[src/rtl/busreq_arbiter.sv]
// Z80 bus-mastership arbiter for two secondary bus masters.
//
// Runs the BUSRQ/BUSACK handshake, grants the bus to one requester at a time
// (round-robin when both are eligible), cuts a tenure off after HOLD_MAX
// cycles and then leaves the bus with the CPU for CPU_MIN cycles.
//
// Ports:
//   clk_i      system clock (undivided oscillator clock)
//   rst_ni     asynchronous active-low reset
//   busack_ni  active-low BUSACK from the Z80, asynchronous to clk_i
//   req_i      active-high requests, bit 0 = requester 0, bit 1 = requester 1
//   busrq_no   active-low BUSRQ to the Z80
//   grant_o    one-hot grant, at most one bit set
//   bus_en_o   enable for the granted requester's drivers
//   timeout_o  one-cycle pulse when a tenure is cut off at HOLD_MAX
module busreq_arbiter #(
  parameter int unsigned HOLD_MAX = 64,  // 1..255
  parameter int unsigned CPU_MIN  = 8    // 0..255
) (
  input  logic       clk_i,
  input  logic       rst_ni,
  input  logic       busack_ni,
  input  logic [1:0] req_i,
  output logic       busrq_no,
  output logic [1:0] grant_o,
  output logic       bus_en_o,
  output logic       timeout_o
);

  localparam logic [7:0] HoldMax = 8'(HOLD_MAX);
  localparam logic [7:0] CpuMin  = 8'(CPU_MIN);

  typedef enum logic [2:0] {
    StIdle,
    StReq,
    StGrant,
    StRelease,
    StCool
  } state_e;

  state_e      state_q, state_d;
  logic        ack_meta_q, ack_s_q;
  logic        winner_q, winner_d;
  logic        last_q, last_d;
  logic [1:0]  blocked_q, blocked_d;
  logic [7:0]  hold_q, hold_d;
  logic [7:0]  cool_q, cool_d;
  logic        busrq_q, busrq_d;
  logic [1:0]  grant_q, grant_d;
  logic        bus_en_q, bus_en_d;
  logic        timeout_q, timeout_d;
  logic [1:0]  eligible;

  assign eligible = req_i & ~blocked_q;

  always_comb begin
    state_d   = state_q;
    winner_d  = winner_q;
    last_d    = last_q;
    hold_d    = hold_q;
    cool_d    = cool_q;
    timeout_d = 1'b0;
    // A blocked requester is forgiven as soon as it lets go of req.
    blocked_d = blocked_q & req_i;

    unique case (state_q)
      StIdle: begin
        if (|eligible) begin
          state_d  = StReq;
          // Both eligible: serve the one that was not granted last time.
          winner_d = (&eligible) ? ~last_q : eligible[1];
        end
      end
      StReq: begin
        if (!req_i[winner_q]) begin
          state_d = StRelease;
        end else if (!ack_s_q) begin
          state_d = StGrant;
          last_d  = winner_q;
          hold_d  = '0;
        end
      end
      StGrant: begin
        if (hold_q != 8'hFF) begin
          hold_d = hold_q + 8'd1;
        end
        if (!req_i[winner_q]) begin
          state_d = StRelease;
        end else if (({1'b0, hold_q} + 9'd1) >= {1'b0, HoldMax}) begin
          state_d             = StRelease;
          timeout_d           = 1'b1;
          blocked_d[winner_q] = 1'b1;
        end else if (ack_s_q) begin
          // CPU took the bus back on its own; give up rather than hang.
          state_d = StRelease;
        end
      end
      StRelease: begin
        if (ack_s_q) begin
          if (CpuMin == 8'd0) begin
            state_d = StIdle;
          end else begin
            state_d = StCool;
            cool_d  = CpuMin;
          end
        end
      end
      StCool: begin
        if (cool_q > 8'd1) begin
          cool_d = cool_q - 8'd1;
        end else begin
          cool_d  = '0;
          state_d = StIdle;
        end
      end
      default: state_d = StIdle;
    endcase

    // Outputs are decoded from the next state and registered.
    busrq_d  = !((state_d == StReq) || (state_d == StGrant));
    bus_en_d = (state_d == StGrant);
    grant_d  = (state_d == StGrant) ? (winner_d ? 2'b10 : 2'b01) : 2'b00;
  end

  always_ff @(posedge clk_i or negedge rst_ni) begin
    if (!rst_ni) begin
      state_q    <= StIdle;
      ack_meta_q <= 1'b1;
      ack_s_q    <= 1'b1;
      winner_q   <= 1'b0;
      last_q     <= 1'b1;
      blocked_q  <= 2'b00;
      hold_q     <= '0;
      cool_q     <= '0;
      busrq_q    <= 1'b1;
      grant_q    <= 2'b00;
      bus_en_q   <= 1'b0;
      timeout_q  <= 1'b0;
    end else begin
      state_q    <= state_d;
      ack_meta_q <= busack_ni;
      ack_s_q    <= ack_meta_q;
      winner_q   <= winner_d;
      last_q     <= last_d;
      blocked_q  <= blocked_d;
      hold_q     <= hold_d;
      cool_q     <= cool_d;
      busrq_q    <= busrq_d;
      grant_q    <= grant_d;
      bus_en_q   <= bus_en_d;
      timeout_q  <= timeout_d;
    end
  end

  assign busrq_no  = busrq_q;
  assign grant_o   = grant_q;
  assign bus_en_o  = bus_en_q;
  assign timeout_o = timeout_q;

endmodule

[config.mk]
export PLATFORM = sky130hd
export DESIGN_NAME = busreq_arbiter
export DESIGN_NICKNAME = d
export VERILOG_FILES = /design/src/rtl/busreq_arbiter.sv
export SDC_FILE = /design/constraint.sdc
export NUM_CORES = 1
export LEC_CHECK = 0
export ABC_AREA = 1
export BUFFER_PORTS_ARGS = -buffer_cell sky130_fd_sc_hd__buf_2
export CAP_MARGIN = 20
export CORE_ASPECT_RATIO = 1.4
export CORE_MARGIN = 4
export CORE_UTILIZATION = 35
export CTS_CLUSTER_SIZE = 28
export DETAILED_ROUTE_END_ITERATION = 8
export SLEW_MARGIN = 20
export SYNTH_ARGS = -nofsm -noshare
export SYNTH_HDL_FRONTEND = slang
export SYNTH_SLANG_ARGS = --single-unit
[constraint.sdc]
create_clock -name clk_i -period 2.62 [get_ports clk_i]
set_clock_uncertainty 0.2 [all_clocks]
set_input_delay 0.131 -clock clk_i [delete_from_list [all_inputs] [get_ports clk_i]]
set_output_delay 0.131 -clock clk_i [all_outputs]
set_load 0.01 [all_outputs]
==> flow_metrics.py, run 1 <==
metrics = {
    "die": {
        "die_area_sq_um": 5620,
        "die_x_um": 64.5,
        "rows": 28,
        "die_h_um": 87.1,
        "start_util": 0.366,
        "coreArea_sq_um": 4270,
        "num_io_pins": 10,
    },
    "critical_path": {
        "crit_required_ns": 2.60,
        "end_kind": "flip-flop",
        "cp.arrival_ns": 1.80,
        "r2r-end": "hold_q[4]$_DFFE_PN0P_",
        "startpoint": "hold_q[0]$_DFFE_PN0P_",
        "ff2ff_path_depth": 9,
        "startpoint_type": "flip-flop",
        "criticalPathCategory": "reg -> reg",
        "critPathMaxFanout": 6,
        "r2r-start": "hold_q[0]$_DFFE_PN0P_",
        "r2r_slack_ns": 0.80,
        "endpoint": "hold_q[4]$_DFFE_PN0P_",
    },
    "timing": {
        "setup_viol": 0,
        "worst_slew_pin_slew_ns": 0.672,
        "rsz0062_at_grt": "false",
        "period_minus_slack_ns": 1.82,
        "slew_headroom": 0.552,
        "finalCritPeriodShare": 0.695,
        "setup_ws_ns": 0.800,
        "setup_tns_ns": 0,
        "hold_violations": 0,
        "clock.fmax_mhz": 549,
        "report.final.slew_viol_count": 0,
    },
    "pwr": {
        "pwr-share-clk": 0.275,
        "leakagePower_uw": 0.000901,
        "intPower_uw": 1310,
        "power.share.sequential": 0.346,
        "peakVddDrop_v": 0.000397,
        "p_sw_frac": 0.383,
        "pwr-share-comb": 0.379,
        "cellPowerDensity_nw_per_um2": 1140,
        "netSwitchingPower_uw": 814,
    },
    "clock_tree": {
        "clock-root-buffer": "clkbuf_8",
        "cts_tree": "built",
        "cts_setup_buffers": 0,
        "cts.path.max_buffers": 2,
        "cts_made_buffers": 5,
        "h-tree-depth": 2,
        "clock-sinks": 30,
        "clock_latency_ns": 0.28,
        "clk_pin_slew_ns": 0.07,
    },
    "detailed_routing": {
        "drc_errors": 0,
        "via_per_inst": 4.58,
        "dr.pass1.iters": 4,
        "avgRoutedWirePerCell_um": 10.9,
        "postRouteAntennaNets": 0,
        "drtIter0Drc": 51,
        "vias": 1222,
        "drt-total-wl_um": 2900,
    },
    "finish": {
        "final_area_sq_um": 1870,
        "fin_nets": 214,
        "diodes": 0,
        "syn2layout_area_growth_pct": 19.3,
        "drive_gt1_frac": 0.213,
    },
    "yosys": {
        "synth_xor_xnor_area_share": 0.0280,
        "ys_seq_elements": 30,
        "synth.yosys.warnings": 0,
        "synth_cell_type_count": 28,
        "synth-compound-area-share": 0.0847,
        "synthFlopType": "dfrtp_1",
        "synthesis.area_sq_um": 1570,
        "synth_fa_ha_area_frac": 0.0240,
        "synth_async_sr_flop_share": 1.00,
        "synth_top_family_by_area": "simple AND/OR/NAND/NOR gates",
        "synth.net_count": 194,
        "synth_edf_count": 0,
        "netlist_instances": 186,
        "synth_simple_gate_area_share": 0.307,
        "syn_avg_cell_area_sq_um": 8.42,
        "yosysSeqAreaShare": 0.483,
        "synth_mux_area_frac": 0,
    },
    "worst_hold_path": {
        "hp-class": "reg -> reg",
    },
    "status": {
        "outcome": "complete, no violations",
    },
    "placed_design": {
        "post-place-ws_ns": 0.844,
        "post_dp_cell_area_sq_um": 1690,
        "hpwlAfterDp_um": 2160,
        "gp_congestion": 0.847,
        "portBuffers": 9,
    },
    "global_route": {
        "antenna_found_initial": 0,
        "grt-ovfl-total": 0,
        "grt_max_degree": 31,
        "grt_pass1_wl_um": 5350,
        "grt_use_total": 0.126,
        "grt_pass1_vias": 1257,
    },
    "run": {
        "maxCapViolations": 0,
    },
}
power groups by stage:
stage | Clock [uW] | Sequential, uW | Combinational [uW]
2_1_floorplan | 0 | 732 | 638
3_3_place_gp | 0 | 741 | 806
3_5_place_dp | 0 | 745 | 811
4_1_cts | 602 | 738 | 819
5_1_grt | 626 | 759 | 939
6_report | 585 | 737 | 807
cells in the final DEF, fill, tap and decap left out, types with 2 or more instances in the layout:
| master | instances |
|---|---|
| nor2_1 | 14 |
| ha_1 | 3 |
| clkbuf_8 | 6 |
| nand3_2 | 3 |
| a21oi_1 | 10 |
| o21ai_1 | 3 |
| inv_2 | 3 |
| dfrtp_1 | 26 |
| o22ai_1 | 4 |
| nand2_4 | 2 |
| buf_2 | 9 |
| nor3_1 | 3 |
| inv_1 | 26 |
| nor2_2 | 5 |
| xor2_1 | 4 |
| nand2_1 | 41 |
| bufinv_16 | 2 |
| nand2_2 | 4 |
| nand3_1 | 17 |
| nand4_2 | 2 |
| dfstp_2 | 4 |
| o21ai_0 | 3 |
| dlygate4sd3_1 | 4 |
worst min-delay path by stage:
stage / startpoint / end / depth (start not counted)
2_1_floorplan: rst_ni / blocked_q[0]$_DFF_PN0_ / 0
3_3_place_gp: rst_ni / hold_q[4]$_DFFE_PN0P_ / 1
3_5_place_dp: rst_ni / cool_q[1]$_DFFE_PN0P_ / 1
4_1_cts: ack_meta_q$_DFF_PN1_ / ack_s_q$_DFF_PN1_ / 0
5_1_grt: ack_meta_q$_DFF_PN1_ / ack_s_q$_DFF_PN1_ / 0
6_report: ack_meta_q$_DFF_PN1_ / ack_s_q$_DFF_PN1_ / 0
timing repair:
action                                 in CTS  in global routing
endpoints found under the hold margin      29                  0
hold buffers                                4                  0
gates resized for setup                     0                  0
kinds of logic after synthesis:
family                   Yosys count
AND/OR/NAND/NOR                   95
buffers and inverters             30
flip-flops                        30
AO/OA/AOI/OAI                     23
XOR/XNOR                           5
adder cells (fa/ha/maj)            3
metal layers:
| layer | up-vias | GRT usage | wire, um |
|---|---|---|---|
| met2 | 11 | 0.219 | 1440 |
| met4 | 0 | 0.0750 | 76 |
| met1 | 571 | 0.137 | 1300 |
| met3 | 6 | 0.0323 | 78 |
| li1 | 634 | - | - |
| met5 | - | 0 | 0 |
cell usage after synthesis (2+ instances only):
cell type | instances | area, sq um
nand3_2 | 3 | 30.0
dfstp_2 | 4 | 105
o22ai_1 | 4 | 25.0
nand3_1 | 17 | 85.1
o21ai_1 | 3 | 15.0
nand2_2 | 4 | 25.0
xor2_1 | 4 | 35.0
o21ai_0 | 3 | 15.0
nand2_1 | 41 | 154
a21oi_1 | 10 | 50.1
nor2_2 | 5 | 31.3
inv_1 | 26 | 97.6
inv_2 | 3 | 11.3
nor2_1 | 14 | 52.6
nand2_4 | 2 | 22.5
dfrtp_1 | 26 | 651
nor3_1 | 3 | 15.0
nand4_2 | 2 | 25.0
ha_1 | 3 | 37.5
final cells by class:
| type | instances | area [sq um] |
|---|---|---|
| well taps | 60 | 75.1 |
| fillers | 440 | 2410 |
| repair buffers | 13 | 85.1 |
| inverters | 30 | 115 |
| clock inverters | 2 | 60.1 |
| flip-flops and latches | 30 | 756 |
| multi-input cells | 126 | 694 |
| clock buffers | 6 | 82.6 |
per-stage QoR:
| step | total power (uW) | hold slack [ns] | instances | utilization |
|---|---|---|---|---|
| floorplan | 1370 | -0.365 | 186 | - |
| global placement | 1550 | 0.0225 | 255 | 0.394 |
| global route | 2320 | 0.157 | 267 | 0.437 |
| CTS | 2160 | 0.156 | 267 | 0.437 |
| finish | 2130 | 0.156 | 267 | 0.437 |
| detailed placement | 1560 | 0.0213 | 255 | 0.394 |
flip-flops by register name, indices dropped and copies added (netlist names), 2 cells and up:
| signal | count |
|---|---|
| blocked_q | 2 |
| cool_q | 8 |
| grant_o | 2 |
| state_q | 3 |
| hold_q | 8 |
critical path: stages (launching register included):
cell and delay, ns:
dfrtp_1 0.40, ha_1 0.22, nand2_1 0.12, nor2_4 0.14
nand3_2 0.12, nand2_2 0.13, nand2_4 0.09, inv_4 0.10
nor2_2 0.03, o21a_1 0.15
No activity file was read; power rests on OpenSTA's default activity.
==> inputs of run 2 (changes only) <==
Clock period 2.62 ns to 1.5 ns, I/O delays scaled along.
==> flow_metrics.py, run 2 (synthesis results as in run 1) <==
metrics = {
    "pwr": {
        "cellPowerDensity_nw_per_um2": 1950,
        "pwr-share-comb": 0.594,
        "power.share.sequential": 0.264,
        "intPower_uw": 2840,
        "netSwitchingPower_uw": 2020,
        "leakagePower_uw": 0.00121,
        "p_sw_frac": 0.416,
        "pwr-share-clk": 0.141,
        "peakVddDrop_v": 0.00103,
    },
    "clock_tree": {
        "clock_latency_ns": 0.28,
        "clk_pin_slew_ns": 0.07,
        "cts_made_buffers": 5,
        "cts.path.max_buffers": 2,
        "clock-sinks": 30,
        "cts_tree": "built",
        "h-tree-depth": 2,
        "clock-root-buffer": "clkbuf_8",
    },
    "timing": {
        "worst_slew_pin_slew_ns": 0.398,
        "report.final.slew_viol_count": 0,
        "setup_viol": 18,
        "rsz0062_at_grt": "true",
        "clock.fmax_mhz": 605,
        "period_minus_slack_ns": 1.65,
        "setup_ws_ns": -0.152,
        "finalCritPeriodShare": 1.10,
        "hold_violations": 0,
        "slew_headroom": 0.735,
    },
    "finish": {
        "syn2layout_area_growth_pct": 59.7,
        "drive_gt1_frac": 0.525,
        "top_regs": "cool_q x8, hold_q x8, state_q x3",
        "num-fill-cells": 372,
        "final_common_cell": "buf_4",
        "diodes": 0,
        "post-route-util": 0.585,
        "layout_common_cells": "buf_4, nand2_1, dfrtp_1, inv_1, nand3_1",
        "finalNonFillerCells": 319,
        "fin_nets": 266,
    },
    "critical_path": {
        "startpoint_type": "flip-flop",
        "cp.arrival_ns": 1.63,
        "slowest_stage": "dfrtp_1",
        "path_depth": 9,
        "ff2ff_path_depth": 9,
        "crit_top_cell": "nand2_4",
        "path_cells": "ha_2, nand2_2, nor2_4, nand3_4, nand2_4, nand2_4, inv_6, nor2_2, o21a_1",
        "criticalPathCategory": "reg -> reg",
        "end_kind": "flip-flop",
        "slowest_delay_ns": 0.36,
        "crit_family": "simple AND/OR/NAND/NOR gates",
        "crit_required_ns": 1.48,
        "critPathMaxFanout": 6,
        "cp_num_buf_inv": 1,
    },
    "global_route": {
        "grt_pass1_wl_um": 6670,
        "grt-ovfl-total": 0,
        "grt_use_total": 0.155,
        "grt_max_degree": 17,
        "grt_pass1_vias": 1530,
        "antenna_found_initial": 0,
    },
    "detailed_routing": {
        "drc_errors": 0,
        "postRouteAntennaNets": 0,
        "via_per_inst": 4.61,
        "vias": 1470,
        "drtIter0Drc": 46,
        "drt-total-wl_um": 4090,
        "dr.pass1.iters": 3,
        "avgRoutedWirePerCell_um": 12.8,
    },
    "die": {
        "die_area_sq_um": 5620,
        "coreArea_sq_um": 4270,
        "die_x_um": 64.5,
        "start_util": 0.366,
        "num_io_pins": 10,
        "die_h_um": 87.1,
        "rows": 28,
    },
    "placed_design": {
        "hpwlAfterDp_um": 2740,
        "gp_congestion": 0.832,
        "portBuffers": 9,
        "placedCellCount": 293,
    },
    "worst_hold_path": {
        "hp-class": "in -> async",
    },
    "status": {
        "outcome": "complete, but fails checks",
        "violations": "negative setup slack",
    },
    "run": {
        "maxCapViolations": 0,
    },
}
run 2: cell count changes in the layout (fill, tap and decap cells not counted), sizes merged:
cell and change:
buf +52, clkinvlp +1, clkinv +1, bufinv -2
run 2: final timing paths:
| check | end | slack (ns) | startpoint |
|---|---|---|---|
| worst max register to register | hold_q[4]$_DFFE_PN0P_ | -0.15 | hold_q[1]$_DFFE_PN0P_ |
| worst min register to register | ack_s_q$_DFF_PN1_ | 0.16 | ack_meta_q$_DFF_PN1_ |
| worst min-delay path | cool_q[1]$_DFFE_PN0P_ | 0.05 | rst_ni |
| worst max-delay path | hold_q[4]$_DFFE_PN0P_ | -0.15 | hold_q[1]$_DFFE_PN0P_ |
| max in group asynchronous | ack_s_q$_DFF_PN1_ | 0.55 | rst_ni |
| min in group clk_i | winner_q$_DFF_PN0_ | 0.09 | req_i[0] |
run 2: power groups by stage:
stage	Clock, uW	Combinational, uW	Sequential [uW]
CTS	705	2480	1270
floorplan	0	1130	1280
global placement	0	2050	1260
detailed placement	0	2080	1270
global route	748	3180	1320
finish	687	2890	1290
run 2: layout make-up:
type	count	area, sq um	share of cell area
sequential	30	757	0.303
timing repair buffer	65	512	0.205
clock inverter	2	12.5	0.00501
multi-input combinational	126	943	0.377
inverter	30	118	0.0470
tap	60	75.1	0.0300
clock buffer	6	82.6	0.0330
run 2: what timing repair did:
item | in CTS | in global routing
hold endpoints to repair | 30 | 0
hold buffers | 4 | 0
gates cloned | 0 | 0
resized for setup | 30 | 31
endpoints found under the setup margin | 25 | 26
setup buffers | 7 | 8
pin swaps | 9 | 14
run 2: routing by layer:
| metal | vias up | share of wire | track usage |
|---|---|---|---|
| met4 | 0 | 0.025 | 0.0712 |
| met5 | - | 0 | 0 |
| met3 | 10 | 0.019 | 0.0310 |
| li1 | 738 | - | - |
| met1 | 708 | 0.37 | 0.161 |
| met2 | 14 | 0.58 | 0.293 |
run 2: per-stage QoR:
step / setup TNS [ns] / setup slack, ns / hold slack [ns] / total power (uW) / area, sq um
floorplan: -0.192 / -0.106 / -0.421 / 2410 / 1570
global placement: -1.08 / -0.154 / -0.177 / 3310 / 2000
detailed placement: -1.64 / -0.155 / -0.174 / 3350 / 2000
CTS: -1.01 / -0.136 / 0.0554 / 4450 / 2320
global route: -3.43 / -0.230 / 0.0776 / 5240 / 2500
finish: -1.48 / -0.152 / 0.0482 / 4860 / 2500
